[src/rtl/serdes_pkg.sv]
// Shared serdes definitions: FSM state encoding and counter sizing helper.
// Used by both the word serializer and the word deserializer.
package serdes_pkg;

  typedef enum logic [1:0] {
    ST_IDLE  = 2'd0,
    ST_SHIFT = 2'd1,
    ST_DONE  = 2'd2
  } state_e;

  // Ceiling log2 with a floor of 1 so a counter always has at least one bit.
  function automatic int unsigned clog2(input int unsigned value);
    int unsigned width;
    width = 1;
    while ((64'd1 << width) < 64'(value)) width++;
    return width;
  endfunction

endpackage

[src/rtl/serial_word_deserializer_if.sv]
// Link-side and consumer-side signals of the word deserializer.
// Optional SERDES_PARITY_EN adds the parity_err_o pulse.
interface serial_word_deserializer_if #(
  parameter int unsigned WIDTH = 8
);
  logic             sof_i;
  logic             bit_valid_i;
  logic             bit_i;
  logic             ready_i;
  logic [WIDTH-1:0] data_o;
  logic             valid_o;
  logic             overrun_o;
  logic             busy_o;
`ifdef SERDES_PARITY_EN
  logic             parity_err_o;

  modport master (output sof_i, bit_valid_i, bit_i, ready_i,
                  input  data_o, valid_o, overrun_o, busy_o, parity_err_o);
  modport slave  (input  sof_i, bit_valid_i, bit_i, ready_i,
                  output data_o, valid_o, overrun_o, busy_o, parity_err_o);
`else
  modport master (output sof_i, bit_valid_i, bit_i, ready_i,
                  input  data_o, valid_o, overrun_o, busy_o);
  modport slave  (input  sof_i, bit_valid_i, bit_i, ready_i,
                  output data_o, valid_o, overrun_o, busy_o);
`endif
endinterface

[src/rtl/serdes_bit_counter.sv]
// Modulo-MODULUS bit counter with clear, increment and terminal-count flag.
// clr_i together with inc_i loads 1, so a frame's first bit can be counted on the clear edge.
module serdes_bit_counter
  import serdes_pkg::*;
#(
  parameter int unsigned MODULUS = 8
) (
  input  logic clk_i,
  input  logic rst_ni,
  input  logic clr_i,
  input  logic inc_i,
  output logic tc_c
);
  localparam int unsigned CNT_W = clog2(MODULUS);

  logic [CNT_W-1:0] cnt_q, cnt_d;

  assign tc_c = (cnt_q == CNT_W'(MODULUS - 1));

  always_comb begin
    cnt_d = cnt_q;
    if (clr_i) begin
      cnt_d = inc_i ? CNT_W'(1) : '0;
    end else if (inc_i) begin
      cnt_d = tc_c ? '0 : cnt_q + CNT_W'(1);
    end
  end

  always_ff @(posedge clk_i or negedge rst_ni) begin
    if (!rst_ni) cnt_q <= '0;
    else         cnt_q <= cnt_d;
  end

endmodule

[src/rtl/serial_word_deserializer.sv]
// Collects WIDTH serial bits into a word and offers it on a valid/ready handshake.
// SERDES_PARITY_EN: frame carries a trailing even-parity bit that is checked, not stored.
module serial_word_deserializer
  import serdes_pkg::*;
#(
  parameter int unsigned WIDTH     = 8,
  parameter bit          MSB_FIRST = 1'b1
) (
  input  logic                       clk_i,
  input  logic                       rst_ni,
  serial_word_deserializer_if.slave  bus
);
  state_e           state_q, state_d;
  logic [WIDTH-1:0] shreg_q, shreg_d;
  logic [WIDTH-1:0] data_q, data_d;
  logic             valid_q, valid_d;
  logic             overrun_q, overrun_d;
  logic             busy_q, busy_d;
  logic [WIDTH-1:0] first_c, shifted_c, word_c;
  logic             cnt_clr_c, cnt_inc_c, cnt_tc_c, word_done_c;
`ifdef SERDES_PARITY_EN
  logic             perr_q, perr_d;
  logic             par_bad_c;
`endif

  serdes_bit_counter #(.MODULUS(WIDTH)) u_bit_counter (
    .clk_i  (clk_i),
    .rst_ni (rst_ni),
    .clr_i  (cnt_clr_c),
    .inc_i  (cnt_inc_c),
    .tc_c   (cnt_tc_c)
  );

  // MSB_FIRST=0 shifts in from the top so the first bit ends up in bit 0.
  assign first_c   = MSB_FIRST ? WIDTH'(bus.bit_i) : (WIDTH'(bus.bit_i) << (WIDTH - 1));
  assign shifted_c = MSB_FIRST ? {shreg_q[WIDTH-2:0], bus.bit_i}
                               : {bus.bit_i, shreg_q[WIDTH-1:1]};
`ifdef SERDES_PARITY_EN
  assign word_c    = shreg_q;
`else
  assign word_c    = shifted_c;
`endif

  always_comb begin
    state_d     = state_q;
    shreg_d     = shreg_q;
    cnt_clr_c   = 1'b0;
    cnt_inc_c   = 1'b0;
    word_done_c = 1'b0;
`ifdef SERDES_PARITY_EN
    par_bad_c   = 1'b0;
`endif
    if (bus.bit_valid_i) begin
      if (bus.sof_i) begin
        // Start of frame restarts from any state, abandoning a partial word.
        state_d   = ST_SHIFT;
        shreg_d   = first_c;
        cnt_clr_c = 1'b1;
        cnt_inc_c = 1'b1;
      end else begin
        case (state_q)
          ST_SHIFT: begin
            shreg_d   = shifted_c;
            cnt_inc_c = 1'b1;
            if (cnt_tc_c) begin
`ifdef SERDES_PARITY_EN
              state_d     = ST_DONE;
`else
              state_d     = ST_IDLE;
              word_done_c = 1'b1;
`endif
            end
          end
          ST_DONE: begin
            state_d = ST_IDLE;
`ifdef SERDES_PARITY_EN
            word_done_c = (bus.bit_i == ^shreg_q);
            par_bad_c   = (bus.bit_i != ^shreg_q);
`endif
          end
          default: ;
        endcase
      end
    end
  end

  // Output holding register: drop-and-flag when the previous word is still unread.
  always_comb begin
    data_d    = data_q;
    valid_d   = valid_q;
    overrun_d = overrun_q;
    if (valid_q && bus.ready_i) valid_d = 1'b0;
    if (word_done_c) begin
      if (!valid_q || bus.ready_i) begin
        data_d  = word_c;
        valid_d = 1'b1;
      end else begin
        overrun_d = 1'b1;
      end
    end
    busy_d = (state_d != ST_IDLE);
`ifdef SERDES_PARITY_EN
    perr_d = par_bad_c;
`endif
  end

  always_ff @(posedge clk_i or negedge rst_ni) begin
    if (!rst_ni) begin
      state_q   <= ST_IDLE;
      shreg_q   <= '0;
      data_q    <= '0;
      valid_q   <= 1'b0;
      overrun_q <= 1'b0;
      busy_q    <= 1'b0;
`ifdef SERDES_PARITY_EN
      perr_q    <= 1'b0;
`endif
    end else begin
      state_q   <= state_d;
      shreg_q   <= shreg_d;
      data_q    <= data_d;
      valid_q   <= valid_d;
      overrun_q <= overrun_d;
      busy_q    <= busy_d;
`ifdef SERDES_PARITY_EN
      perr_q    <= perr_d;
`endif
    end
  end

  assign bus.data_o    = data_q;
  assign bus.valid_o   = valid_q;
  assign bus.overrun_o = overrun_q;
  assign bus.busy_o    = busy_q;
`ifdef SERDES_PARITY_EN
  assign bus.parity_err_o = perr_q;
`endif

endmodule

[src/flat_wrapper.sv]
// flat-port wrapper written by rule: the top's interface ports become plain ports
module serial_word_deserializer_flat import serdes_pkg::*;
#(
  parameter int unsigned WIDTH     = 8,
  parameter bit          MSB_FIRST = 1'b1
)
  (clk_i, rst_ni, bus_sof_i, bus_bit_valid_i, bus_bit_i, bus_ready_i, bus_data_o, bus_valid_o, bus_overrun_o, bus_busy_o);
  serial_word_deserializer_if #(.WIDTH(WIDTH)) bus_i ();
  input  logic clk_i;
  input  logic rst_ni;
  input wire logic [$bits(bus_i.sof_i)-1:0] bus_sof_i;
  input wire logic [$bits(bus_i.bit_valid_i)-1:0] bus_bit_valid_i;
  input wire logic [$bits(bus_i.bit_i)-1:0] bus_bit_i;
  input wire logic [$bits(bus_i.ready_i)-1:0] bus_ready_i;
  output wire logic [$bits(bus_i.data_o)-1:0] bus_data_o;
  output wire logic [$bits(bus_i.valid_o)-1:0] bus_valid_o;
  output wire logic [$bits(bus_i.overrun_o)-1:0] bus_overrun_o;
  output wire logic [$bits(bus_i.busy_o)-1:0] bus_busy_o;
  assign bus_i.sof_i = bus_sof_i;
  assign bus_i.bit_valid_i = bus_bit_valid_i;
  assign bus_i.bit_i = bus_bit_i;
  assign bus_i.ready_i = bus_ready_i;
  assign bus_data_o = bus_i.data_o;
  assign bus_valid_o = bus_i.valid_o;
  assign bus_overrun_o = bus_i.overrun_o;
  assign bus_busy_o = bus_i.busy_o;
  serial_word_deserializer #(.WIDTH(WIDTH), .MSB_FIRST(MSB_FIRST)) u_core (.clk_i(clk_i), .rst_ni(rst_ni), .bus(bus_i));
endmodule
[config.mk]
export PLATFORM = sky130hd
export DESIGN_NAME = serial_word_deserializer_flat
export DESIGN_NICKNAME = d
export VERILOG_FILES = /design/src/rtl/serdes_pkg.sv /design/src/rtl/serial_word_deserializer_if.sv /design/src/rtl/serdes_bit_counter.sv /design/src/rtl/serial_word_deserializer.sv /design/src/flat_wrapper.sv
export SDC_FILE = /design/constraint.sdc
export NUM_CORES = 1
export LEC_CHECK = 0
export ABC_AREA = 1
export CAP_MARGIN = 5
export CORE_MARGIN = 2
export CORE_UTILIZATION = 57
export CTS_BUF_LIST = sky130_fd_sc_hd__clkbuf_8
export DETAILED_ROUTE_END_ITERATION = 6
export PLACE_DENSITY_LB_ADDON = 0.2
export SLEW_MARGIN = 5
export SYNTH_ARGS = -nofsm -noshare
export SYNTH_HDL_FRONTEND = slang
export SYNTH_SLANG_ARGS = --single-unit
[constraint.sdc]
create_clock -name clk_i -period 1.8 [get_ports clk_i]
set_input_delay 0.27 -clock clk_i [delete_from_list [all_inputs] [get_ports clk_i]]
set_output_delay 0.27 -clock clk_i [all_outputs]
set_load 0.1 [all_outputs]
==> summary.txt <==
Run status
  – Status: finished, final reports clean

Timing
  – Slew HR: 72.9%
  – Hold_ws: 0.359 ns
  – Final Cycle Share: 75.7%
  – Setup violations, final: 0
  – RSZ-0062 raised after global routing: false
  – Clock Skew: 0.00182 ns
  – Hold Fails Final Rpt: 0
  – Worst slew pin tran: 0.405 ns
  – Slew Limit Fails: 0
  – Achievable frequency: 0.734 GHz
  – Final min period: 1.36 ns
  – Setup TNS: 0 ns

Worst setup path
  – Arrival time worst endpoint: 1.56 ns
  – Worst Path Required: 2.00 ns
  – Critical path's slowest cell: dfrtp_1
  – Worst setup path end: u_core.bus.data_o[1]$_DFFE_PN0P_
  – Worst reg2reg path depth: 7
  – Worst path cell trace: ha_1 -> ha_1 -> nand2_1 -> inv_1 -> nand3_2 -> nand2_1 -> nand2_1
  – Crit path max-delay family: adder cells
  – Worst R2R Start: u_core.u_bit_counter.cnt_q[0]$_DFFE_PN0P_
  – Crit. End Element: flop
  – Crit path top cell by count: nand2_1
  – Critical path class: flop to flop
  – Crit path depth: 7
  – Max FO, Critical Path: 8
  – Crit path largest cell delay: 0.39 ns
  – Reg2reg end: u_core.bus.data_o[1]$_DFFE_PN0P_
  – Worst setup startpoint: u_core.u_bit_counter.cnt_q[0]$_DFFE_PN0P_
  – Worst reg2reg setup slack: 0.44 ns
  – CP Launch Type: flop
  – WP buf/inv: 1

Logic synthesis
  – Synth Register Bits: 23
  – EDFF count, synth: 0
  – Sequential fraction of the synthesis area: 57.4%
  – Top cell type's share of synthesized area: 57.4%
  – Post-synthesis cell area: 1000 µm²
  – Async S/R FF share, synth: 100%
  – Syn Area/Cell: 8.80 µm²
  – Synth unique cells: 12
  – Ys Warns: 0
  – Synth top area cells: dfrtp_1 (57%), nand2_1 (18%), nand3_1 (10%)
  – Synth top cells by count: nand2_1 (49), dfrtp_1 (23), nand3_1 (20), inv_1 (7), ha_1 (4)
  – Post-synth top area cell: dfrtp_1
  – Most common cell in the netlist: nand2_1
  – Synth Instances: 114
  – Primary FF master, synth: dfrtp_1
  – Net Count, Synth: 124

CTS
  – Clock buffer depth: 2
  – CTS tree: yes
  – Post-CTS Setup Bufs: 0
  – Clock transition at path regs: 0.08 ns
  – CTS sink cnt: 23
  – Clk_lat worst skew: 0.26 ns
  – Total CTS buffers: 3
  – H-tree levels: 1
  – Hold Buf Count CTS: 0
  – Post-cts sizing count: 0
  – Root Buffer: clkbuf_8

Detailed routing
  – Routed Antenna Nets: 0
  – Vias per cell: 5.09
  – DRT Wirelength: 1690 µm
  – WL per Instance: 11.2 µm
  – Drt drc: 0
  – Iter 0 DRT Violations: 8
  – TritonRoute pass-1 iters: 4
  – Via count: 768

Global route
  – Vias in the first global route: 684
  – Initial antenna violation count: 0
  – Largest net degree at the start of global routing: 24
  – Gr ovfl total: 0
  – Total GRT Usage: 18.9%
  – Wire length of the first global-routing pass: 2860 µm

Layout
  – # diodes: 0
  – Final #Nets: 145
  – Seq. cell area: 576 µm²
  – Share of layout cells above drive strength 1: 15.7%
  – Area of the multi-input gates: 387 µm²
  – Final core occ: 71.7%
  – Syn-to-layout area delta: 20.7%
  – Fillers: 132

Floorplanning
  – Row count: 15
  – Die ar.: 2110 µm²
  – Die Ht: 46.0 µm
  – Core area: 1690 µm²
  – # IOs: 17
  – Die W: 46.0 µm
  – Initial core utilization: 59.4%

Pwr
  – Leak: 0.682 nW
  – Peak VDD IR: 630 µV
  – PnR Total Power: 0.00127 W
  – Pwr Density: 1050 nW/µm²

Place
  – IO Port Bufs: 16
  – Routability cong.: 0.784
  – Dpl hpwl: 1280 µm

Worst hold path
  – HP Class: primary input to asynchronous set/reset pin

Job
  – Max-cap violations: 0
-- metal layers --
| layer | wire, µm | track usage, % | up-vias |
|---|---|---|---|
| met5 | 0 | 0 | - |
| met4 | 4 | 6.86 | 0 |
| met3 | 55 | 4.76 | 2 |
| met2 | 800 | 28.3 | 10 |
| met1 | 833 | 26.4 | 355 |
| li1 | - | - | 401 |
-- worst register-to-register path, cell delays in order (launching register included) --
cell and delay [ns]:
dfrtp_1 0.39, ha_1 0.21, ha_1 0.21, nand2_1 0.14, inv_1 0.08, nand3_2 0.14, nand2_1 0.08, nand2_1 0.05
-- area by class of cell --
class	instances	share of cell area (%)
clock buffer	3	3.41
clock inverter	1	0.413
inverter	7	2.17
multi-input combinational	81	31.9
sequential	23	47.5
tap	17	1.76
timing repair buffer	19	12.8
-- cells in the final DEF, fill, tap and decap left out, types with 2 or more instances in the layout --
cell type / netlist / final
buf_4: 0 / 14
inv_1: 7 / 7
ha_1: 4 / 4
clkdlybuf4s50_1: 0 / 5
clkbuf_8: 0 / 3
nand3_1: 20 / 20
o21ai_0: 2 / 2
nand2_1: 49 / 49
dfrtp_1: 23 / 23
nor2_1: 2 / 2
-- power breakdown --
group          switching [W]  total [W]  internal (W)  leakage (nW)
Clock               0.000158   0.000312      0.000154        0.0255
Combinational       0.000230   0.000328     0.0000974         0.350
Sequential         0.0000452   0.000628      0.000582         0.307
-- cell families (layout without fill, tap and decap cells) --
group / count (synthesis) / after routing / share of synthesized area (%)
and+or+nand+nor: 74 / 74 / 31.8
DFF: 23 / 23 / 57.4
buffers and inverters: 10 / 30 / 4.11
adders and majority gates: 4 / 4 / 4.99
AOI/OAI and AO/OA: 3 / 3 / 1.75
-- state kept, by name, indices dropped and copies added, names as in the netlist --
name	cells
u_core.bus.valid_o	1
u_core.shreg_q	7
u_core.u_bit_counter.cnt_q	3
u_core.bus.busy_o	1
u_core.bus.overrun_o	1
u_core.state_q	2
u_core.bus.data_o	8
-- worst min-delay path by stage --
stage	endpoint	cells after the start	slack, ns	start
floorplan	u_core.bus.busy_o$_DFF_PN0_	0	-0.03	rst_ni
global placement	u_core.bus.data_o[0]$_DFFE_PN0P_	2	0.46	u_core.bus.data_o[0]$_DFFE_PN0P_
detailed placement	u_core.bus.data_o[0]$_DFFE_PN0P_	2	0.46	u_core.bus.data_o[0]$_DFFE_PN0P_
CTS	u_core.u_bit_counter.cnt_q[2]$_DFFE_PN0P_	2	0.37	rst_ni
global route	u_core.u_bit_counter.cnt_q[2]$_DFFE_PN0P_	2	0.38	rst_ni
finish	u_core.bus.valid_o$_DFF_PN0_	2	0.36	rst_ni
-- metrics by stage --
step           cells  area [µm²]  setup WS, ns
6_report         151        1210         0.438
5_1_grt          151        1210         0.291
4_1_cts          151        1210         0.422
3_5_place_dp     147        1160         0.281
3_3_place_gp     147        1160         0.283
2_1_floorplan    114        1000         0.281
No activity file was read; power rests on OpenSTA's default activity.
